[src/rtl/magnetron_countdown_timer_pkg.sv]
// Shared definitions for the magnetron cooking-time countdown.
// Contents: BCD digit width, per-digit limits, packed mm:ss time type, ZERO_TIME.
package magnetron_countdown_timer_pkg;

  localparam int DIGIT_W = 4;

  localparam logic [DIGIT_W-1:0] DIG_MAX_U  = 4'd9;  // units of minutes/seconds
  localparam logic [DIGIT_W-1:0] DIG_MAX_ST = 4'd5;  // tens of seconds
  localparam int                 MAX_MIN_T_DEF = 9;  // default tens-of-minutes limit

  typedef struct packed {
    logic [DIGIT_W-1:0] min_t;
    logic [DIGIT_W-1:0] min_u;
    logic [DIGIT_W-1:0] sec_t;
    logic [DIGIT_W-1:0] sec_u;
  } mmss_t;

  localparam mmss_t ZERO_TIME = '0;

endpackage

[src/rtl/magnetron_countdown_timer_bcd_down_digit.sv]
// One BCD down-counting digit with clamped load and borrow chaining.
// Ports:
//   clk, rst      clock, synchronous active-high reset
//   clear         zero the digit (priority over load/dec)
//   load          capture ld_val, clamped to max_val
//   dec           borrow_in: decrement this digit by one
//   max_val       largest legal value; also the value taken on 0 -> borrow
//   ld_val        value to load
//   digit         registered digit
//   nxt           value the digit takes on the next edge
//   borrow_out    this digit wrapped from 0, next digit must decrement
//   is_zero       digit currently 0
module magnetron_countdown_timer_bcd_down_digit
  import magnetron_countdown_timer_pkg::*;
(
  input  logic               clk,
  input  logic               rst,
  input  logic               clear,
  input  logic               load,
  input  logic               dec,
  input  logic [DIGIT_W-1:0] max_val,
  input  logic [DIGIT_W-1:0] ld_val,
  output logic [DIGIT_W-1:0] digit,
  output logic [DIGIT_W-1:0] nxt,
  output logic               borrow_out,
  output logic               is_zero
);

  assign is_zero    = (digit == '0);
  assign borrow_out = dec & is_zero;

  always_comb begin
    nxt = digit;
    if (clear)
      nxt = '0;
    else if (load)
      nxt = (ld_val > max_val) ? max_val : ld_val;
    else if (dec)
      nxt = is_zero ? max_val : digit - 1'b1;
  end

  always_ff @(posedge clk) begin
    if (rst) digit <= '0;
    else     digit <= nxt;
  end

endmodule

[src/rtl/magnetron_countdown_timer.sv]
// Cooking-time countdown feeding the magnetron set/reset logic.
// Holds an mm:ss BCD time loaded from the keypad, counts it down once per
// second while enable (magnetron on) is high, and raises tdone at 00:00.
// Ports:
//   clk, rst                     clock, synchronous active-high reset
//   clear                        zero the time (from limpaN low)
//   load, ld_min_t..ld_sec_u     keypad load pulse and BCD digits
//   enable                       magnetron energised; gates counting
//   min_t, min_u, sec_t, sec_u   registered BCD time
//   tdone                        registered, high while time is 00:00
//   tick                         one-cycle pulse on each decrement edge
module magnetron_countdown_timer
  import magnetron_countdown_timer_pkg::*;
#(
  parameter int TICK_DIV  = 50_000_000,
  parameter int MAX_MIN_T = MAX_MIN_T_DEF
) (
  input  logic               clk,
  input  logic               rst,
  input  logic               clear,
  input  logic               load,
  input  logic [DIGIT_W-1:0] ld_min_t,
  input  logic [DIGIT_W-1:0] ld_min_u,
  input  logic [DIGIT_W-1:0] ld_sec_t,
  input  logic [DIGIT_W-1:0] ld_sec_u,
  input  logic               enable,
  output logic [DIGIT_W-1:0] min_t,
  output logic [DIGIT_W-1:0] min_u,
  output logic [DIGIT_W-1:0] sec_t,
  output logic [DIGIT_W-1:0] sec_u,
  output logic               tdone,
  output logic               tick
);

  localparam int            PW       = $clog2(TICK_DIV);
  localparam logic [PW-1:0] PRE_LAST = PW'(TICK_DIV - 1);

  // Index 0 = sec_u ... 3 = min_t, so the borrow chain runs upward.
  logic [3:0][DIGIT_W-1:0] ld_v, max_v, dig, nxt;
  logic [3:0]              dec, borrow, zero;
  logic [PW-1:0]           pre;
  logic                    time_zero, tick_now;
  mmss_t                   cur_time, nxt_time;

  assign ld_v  = {ld_min_t, ld_min_u, ld_sec_t, ld_sec_u};
  assign max_v = {DIGIT_W'(MAX_MIN_T), DIG_MAX_U, DIG_MAX_ST, DIG_MAX_U};

  assign time_zero = &zero;
  // clear and load both outrank the decrement, so they suppress the tick.
  assign tick_now  = enable & ~time_zero & (pre == PRE_LAST) & ~clear & ~load;
  assign dec       = {borrow[2:0], tick_now};

  for (genvar i = 0; i < 4; i++) begin : g_dig
    magnetron_countdown_timer_bcd_down_digit u_dig (
      .clk        (clk),
      .rst        (rst),
      .clear      (clear),
      .load       (load),
      .dec        (dec[i]),
      .max_val    (max_v[i]),
      .ld_val     (ld_v[i]),
      .digit      (dig[i]),
      .nxt        (nxt[i]),
      .borrow_out (borrow[i]),
      .is_zero    (zero[i])
    );
  end

  assign cur_time = dig;
  assign nxt_time = nxt;
  assign min_t = cur_time.min_t;
  assign min_u = cur_time.min_u;
  assign sec_t = cur_time.sec_t;
  assign sec_u = cur_time.sec_u;

  always_ff @(posedge clk) begin
    if (rst) begin
      pre   <= '0;
      tick  <= 1'b0;
      tdone <= 1'b1;
    end else begin
      tick <= tick_now;
      // A borrow out of min_t would mean running below 00:00; the decrement
      // is gated at zero so it never fires, but it would still mean done.
      tdone <= (nxt_time == ZERO_TIME) | borrow[3];
      if (clear || load || time_zero)
        pre <= '0;
      else if (enable)
        pre <= (pre == PRE_LAST) ? '0 : pre + 1'b1;
      // enable low: hold the partial second across a pause
    end
  end

endmodule
[config.mk]
export PLATFORM = sky130hd
export DESIGN_NAME = magnetron_countdown_timer
export DESIGN_NICKNAME = d
export VERILOG_FILES = /design/src/rtl/magnetron_countdown_timer_pkg.sv /design/src/rtl/magnetron_countdown_timer_bcd_down_digit.sv /design/src/rtl/magnetron_countdown_timer.sv
export SDC_FILE = /design/constraint.sdc
export NUM_CORES = 1
export LEC_CHECK = 0
export BUFFER_PORTS_ARGS = -buffer_cell sky130_fd_sc_hd__buf_4
export CAP_MARGIN = 15
export CORE_MARGIN = 5
export CORE_UTILIZATION = 60
export CTS_BUF_LIST = sky130_fd_sc_hd__clkbuf_8
export DETAILED_ROUTE_END_ITERATION = 8
export PLACE_DENSITY = 0.82
export SYNTH_ARGS = -nofsm -noshare
export SYNTH_HDL_FRONTEND = slang
export SYNTH_HIERARCHICAL = 1
export SYNTH_SLANG_ARGS = --single-unit
[constraint.sdc]
create_clock -name clk -period 8.1 [get_ports clk]
set_input_delay 1.62 -clock clk [delete_from_list [all_inputs] [get_ports clk]]
set_output_delay 1.62 -clock clk [all_outputs]
set_load 0.03 [all_outputs]
**Yosys cells after proc, flatten, opt, wreduce, memory -nomap -nowiden**

Cells that the tools add are included.

- Add/subtract/negate cells: 5
- Magnitude comparators: 4
- Equality and inequality tests: 1
- Muxes and demuxes: 21
- Bitwise gates (word level): 12
- Reduce and logical (&&, ||, !) cells: 9

Operators by type and width:

| cell | number |
|---|---|
| 2-to-1 mux 4 bit | 20 |
| adder 26 x 1 -> 26 bit (second input constant) | 1 |
| equality test 26 bit (second input constant) | 1 |
| 2-to-1 mux 26 bit | 1 |
| zero test 16 bit | 1 |
| zero test 4 bit | 4 |
| subtractor 4 x 1 -> 4 bit (second input constant) | 4 |
| greater-than comparator 4 bit (second input constant) | 3 |
| bitwise AND 1 bit | 8 |
| greater-than comparator 4 x 3 -> 1 bit (second input constant) | 1 |
| AND reduction 4 bit | 1 |
| inverter 1 bit | 3 |
| logical OR 1 bit | 2 |
| OR reduction 2 bit | 1 |
| bitwise OR 1 bit | 1 |

- Flip-flop bits (word level): 44
- Output and inout bits: 18
- Logic and storage cells: 59

**Logic depth before layout (Yosys ltp)**

- Word-level depth: 15
- Gate-level depth with buffers: 19
- Gate-level depth less buffers: 19

**By module**

Netlist, hierarchy kept.

Modules (own cells, without submodules):

| module | times used | cells each | area an instance (sq um) | sequential area each (sq um) |
|---|---|---|---|---|
| magnetron_countdown_timer_bcd_down_digit | 4 | 66 | 511.7 | 80.1 |
| magnetron_countdown_timer | 1 | 161 | 1368.8 | 560.5 |

**Worst setup path after synthesis**

No wires, ideal clock.

- Path kind: in2reg
- Start point: input enable
- End point: register tdone
- Arrival: 5440 ps
- Setup slack: 2601 ps
- Stages: 17
- Buffers on the path: 1
- Cell sequence: buf_2 > or4bb_1 > nor4_2 > nand3b_1 > nor2_1 > nand2_1 > nor3_1 > nand2_1 > nor3_1 > nand2_1 > nor3_1 > nand2_1 > a211oi_1 > nor3_1 > nor4_1 > nand4_1 > nand2_1

RTL lines:

| item | RTL line | source |
|---|---|---|
| from (decl) | magnetron_countdown_timer.sv:26 | `input logic enable,` |
| to (signal assigned) | magnetron_countdown_timer.sv:85 | `tdone <= (nxt_time == ZERO_TIME) \| borrow[3];` |
| to (decl) | magnetron_countdown_timer.sv:31 | `output logic tdone,` |

==> impl_metrics.py <==
metrics = {
    "run_status": {
        "outcome": "finished clean",
    },
    "floorplanning": {
        "pin_count": 39,
        "die_h_um": 85.5,
        "rows": 27,
        "initial_core_util": 0.620,
        "fp.dieW_um": 85.5,
        "coreArea_mm2": 0.00551,
        "fp.dieArea_mm2": 0.00730,
    },
    "sta": {
        "slew_viol_final": 0,
        "worstMarginPinSlew_ps": 757,
        "setup_viol": 0,
        "finalClockSkew_ps": 5.94,
        "timing.setup.tns_ps": 0,
        "finalCriticalPeriod_ps": 6250,
        "hold_viol": 0,
        "period_share": 0.772,
        "slew_headroom": 0.491,
        "fmax_mhz": 160,
        "whs_ps": 532,
        "rsz0062_at_grt": "false",
    },
    "yosys": {
        "synth_flop_cell": "dfxtp_1",
        "synth_area_leaders": "dfxtp_1 (26%), ha_1 (7.7%), nand2_1 (5.6%)",
        "yosysUniqueCellTypes": 49,
        "synth_area_mm2": 0.00342,
        "async_reset_ff_frac": 0,
        "synth_top_cell_by_area": "dfxtp_1",
        "synth_seq_area_share": 0.258,
        "synth-simple-area-share": 0.330,
        "synth_top_family_by_area": "simple AND/OR/NAND/NOR gates",
        "synth.top_cell.area_share": 0.258,
        "syn_area_per_cell_um2": 8.04,
        "synth_compound_area_frac": 0.219,
        "synth_xor_area_frac": 0.0590,
        "synth_edf_count": 0,
        "synth_adder_area_share": 0.0769,
        "syn_inst": 425,
        "synth_mux_area_frac": 0.00293,
        "ys_seq_elements": 44,
        "ys.warnings.count": 6,
    },
    "global_route": {
        "grt_pass1_vias": 3284,
        "grt_usage": 0.224,
        "grt_max_degree": 26,
        "antenna_found_initial": 0,
        "gr-total-overflow": 0,
        "grt_pass1_wl_mm": 13.8,
    },
    "clock_network": {
        "clock_latency_ps": 300,
        "cts_buffers": 5,
        "cts_tree": "yes",
        "htree_levels": 2,
        "cts_hold_buf": 0,
        "cts-root-buf": "clkbuf_8",
        "postCtsSetupRepairBufs": 0,
        "clkTransAtPathRegs_ps": 80,
        "cts_resized": 0,
        "cts_sinks": 44,
        "cts_buffer_depth": 2,
    },
    "place": {
        "portBuffers": 38,
        "dp_hpwl_mm": 6.10,
        "place_congestion": 0.898,
    },
    "setup_path": {
        "cp_max_fo": 8,
        "cpLargestDelayFamily": "simple AND/OR/NAND/NOR gates",
        "cp.buffers_inverters": 1,
        "reg2reg_from": "pre[17]$_SDFFE_PP0P_",
        "cp_cell_sequence": "buf_4 -> or4bb_1 -> nor4_2 -> nand3b_1 -> nor2_1 -> nand2_1 -> nor3_1 -> nand2_1 -> nor3_1 -> nand2_1 -> nor3_1 -> nand2_1 -> a211oi_1 -> nor3_1 -> nor4_1 -> nand4_1 -> nand2_1",
        "path_class": "input pin to register",
        "start_kind": "input pin",
        "cp.required_ps": 8350,
        "critPathArrivalTime_ps": 6500,
        "crit_slowest_cell": "nor3_1",
        "startpoint": "enable",
        "r2r_setup_slack_ps": 2750,
        "cpPeakStageDelay_ps": 620,
        "cpMostUsedCell": "nand2_1",
        "endpoint_kind": "register",
    },
    "power": {
        "fin_total_pwr_uw": 569,
        "seq_power_share": 0.401,
        "p_leak_nw": 1.58,
        "pwr-share-comb": 0.251,
        "powerDensity_mw_per_mm2": 141,
        "p_int_uw": 400,
        "swShare": 0.296,
        "p_sw_uw": 168,
        "p_clk_frac": 0.348,
        "peakVddDrop_v": 0.0000989,
    },
    "route": {
        "vias": 3319,
        "ant_nets": 0,
        "drc": 0,
        "drtIter0Drc": 180,
        "dr.pass1.iters": 4,
        "vias_per_cell": 5.77,
        "routed_wl_mm": 8.10,
        "avgRoutedWirePerCell_um": 14.1,
    },
    "final_layout": {
        "n_antenna_cell": 0,
        "layout_common_cells": "nand2_1 (51), nor2_1 (51), dfxtp_1 (44)",
        "drive_gt1_frac": 0.187,
        "area_growth_pct": 17.7,
        "nets": 545,
    },
    "hold_path": {
        "min_from": "pre[5]$_SDFFE_PP0P_",
        "hold_class": "register to register",
    },
    "job": {
        "drv_cap": 0,
    },
}
==> worst min-delay path, stage by stage, from the launching register on <==
cell and delay, ps:
dfxtp_1 350, xnor2_1 80, nor2_1 70
==> cell usage after synthesis, drive strengths merged (4+ instances only) <==
library cell   n
nand4         16
a211oi        24
xor2          15
buf            4
nand2         51
inv           36
o21ai         20
nand3          7
a21oi         21
dfxtp         44
a31oi          5
ha            21
nor3b          5
o211a          4
o221ai         4
nor2b          4
o41ai          4
xnor2          8
nand2b         5
nor2          53
nor4          19
o211ai         4
o21bai         4
nor3          26
o32ai          4
==> final timing paths <==
kind / endpoint / depth (start not counted)
setup / recovery: tdone$_SDFF_PP1_ / 17
hold / removal: pre[5]$_SDFFE_PP0P_ / 2
setup reg to reg: tdone$_SDFF_PP1_ / 16
hold reg to reg: pre[5]$_SDFFE_PP0P_ / 2
==> cells by family (layout without fill, tap and decap cells) <==
kind of cell | Yosys count | after routing
simple gates | 197 | 197
xor+xnor | 23 | 23
flops | 44 | 44
buf+inv | 41 | 81
compound gates | 96 | 96
other cells | 2 | 40
fa+ha+maj | 21 | 21
mux | 1 | 1
==> power by group through the flow <==
| stage | Sequential (mW) | Combinational (mW) | Clock (mW) |
|---|---|---|---|
| 6_report | 0.228 | 0.143 | 0.198 |
| 5_1_grt | 0.229 | 0.157 | 0.208 |
| 4_1_cts | 0.228 | 0.141 | 0.199 |
| 3_5_place_dp | 0.233 | 0.140 | 0 |
| 3_3_place_gp | 0.233 | 0.136 | 0 |
| 2_1_floorplan | 0.240 | 0.0947 | 0 |
==> stage by stage <==
step | instance area (µm²) | setup slack [ps] | util | std cells
2_1_floorplan | 3560 | 2600 | - | 463
3_3_place_gp | 3890 | 2010 | 0.707 | 568
3_5_place_dp | 3890 | 1670 | 0.707 | 568
4_1_cts | 4020 | 1980 | 0.730 | 575
5_1_grt | 4020 | 1440 | 0.730 | 575
6_report | 4020 | 1850 | 0.730 | 575
==> area by class of cell <==
class	count	area, µm²
Fill cell	422	1490
Sequential cell	44	881
Clock buffer	5	68.8
Inverter	36	135
Clock inverter	2	60.1
Tap cell	72	90.1
Timing Repair Buffer	38	285
Multi-Input combinational cell	378	2500
==> layer usage <==
layer,track usage,vias to the layer above,wire length (µm)
li1,-,1669,-
met3,0.0369,13,331
met1,0.254,1542,3590
met5,0,-,0
met2,0.420,95,4070
met4,0.0763,0,112
==> registers in the layout (all words and copies together), names as in the netlist <==
| signal | count |
|---|---|
| g_dig.u_dig/digit | 16 |
| pre | 26 |
| tdone | 1 |
| tick | 1 |
Power figures use the tool's default switching activity.
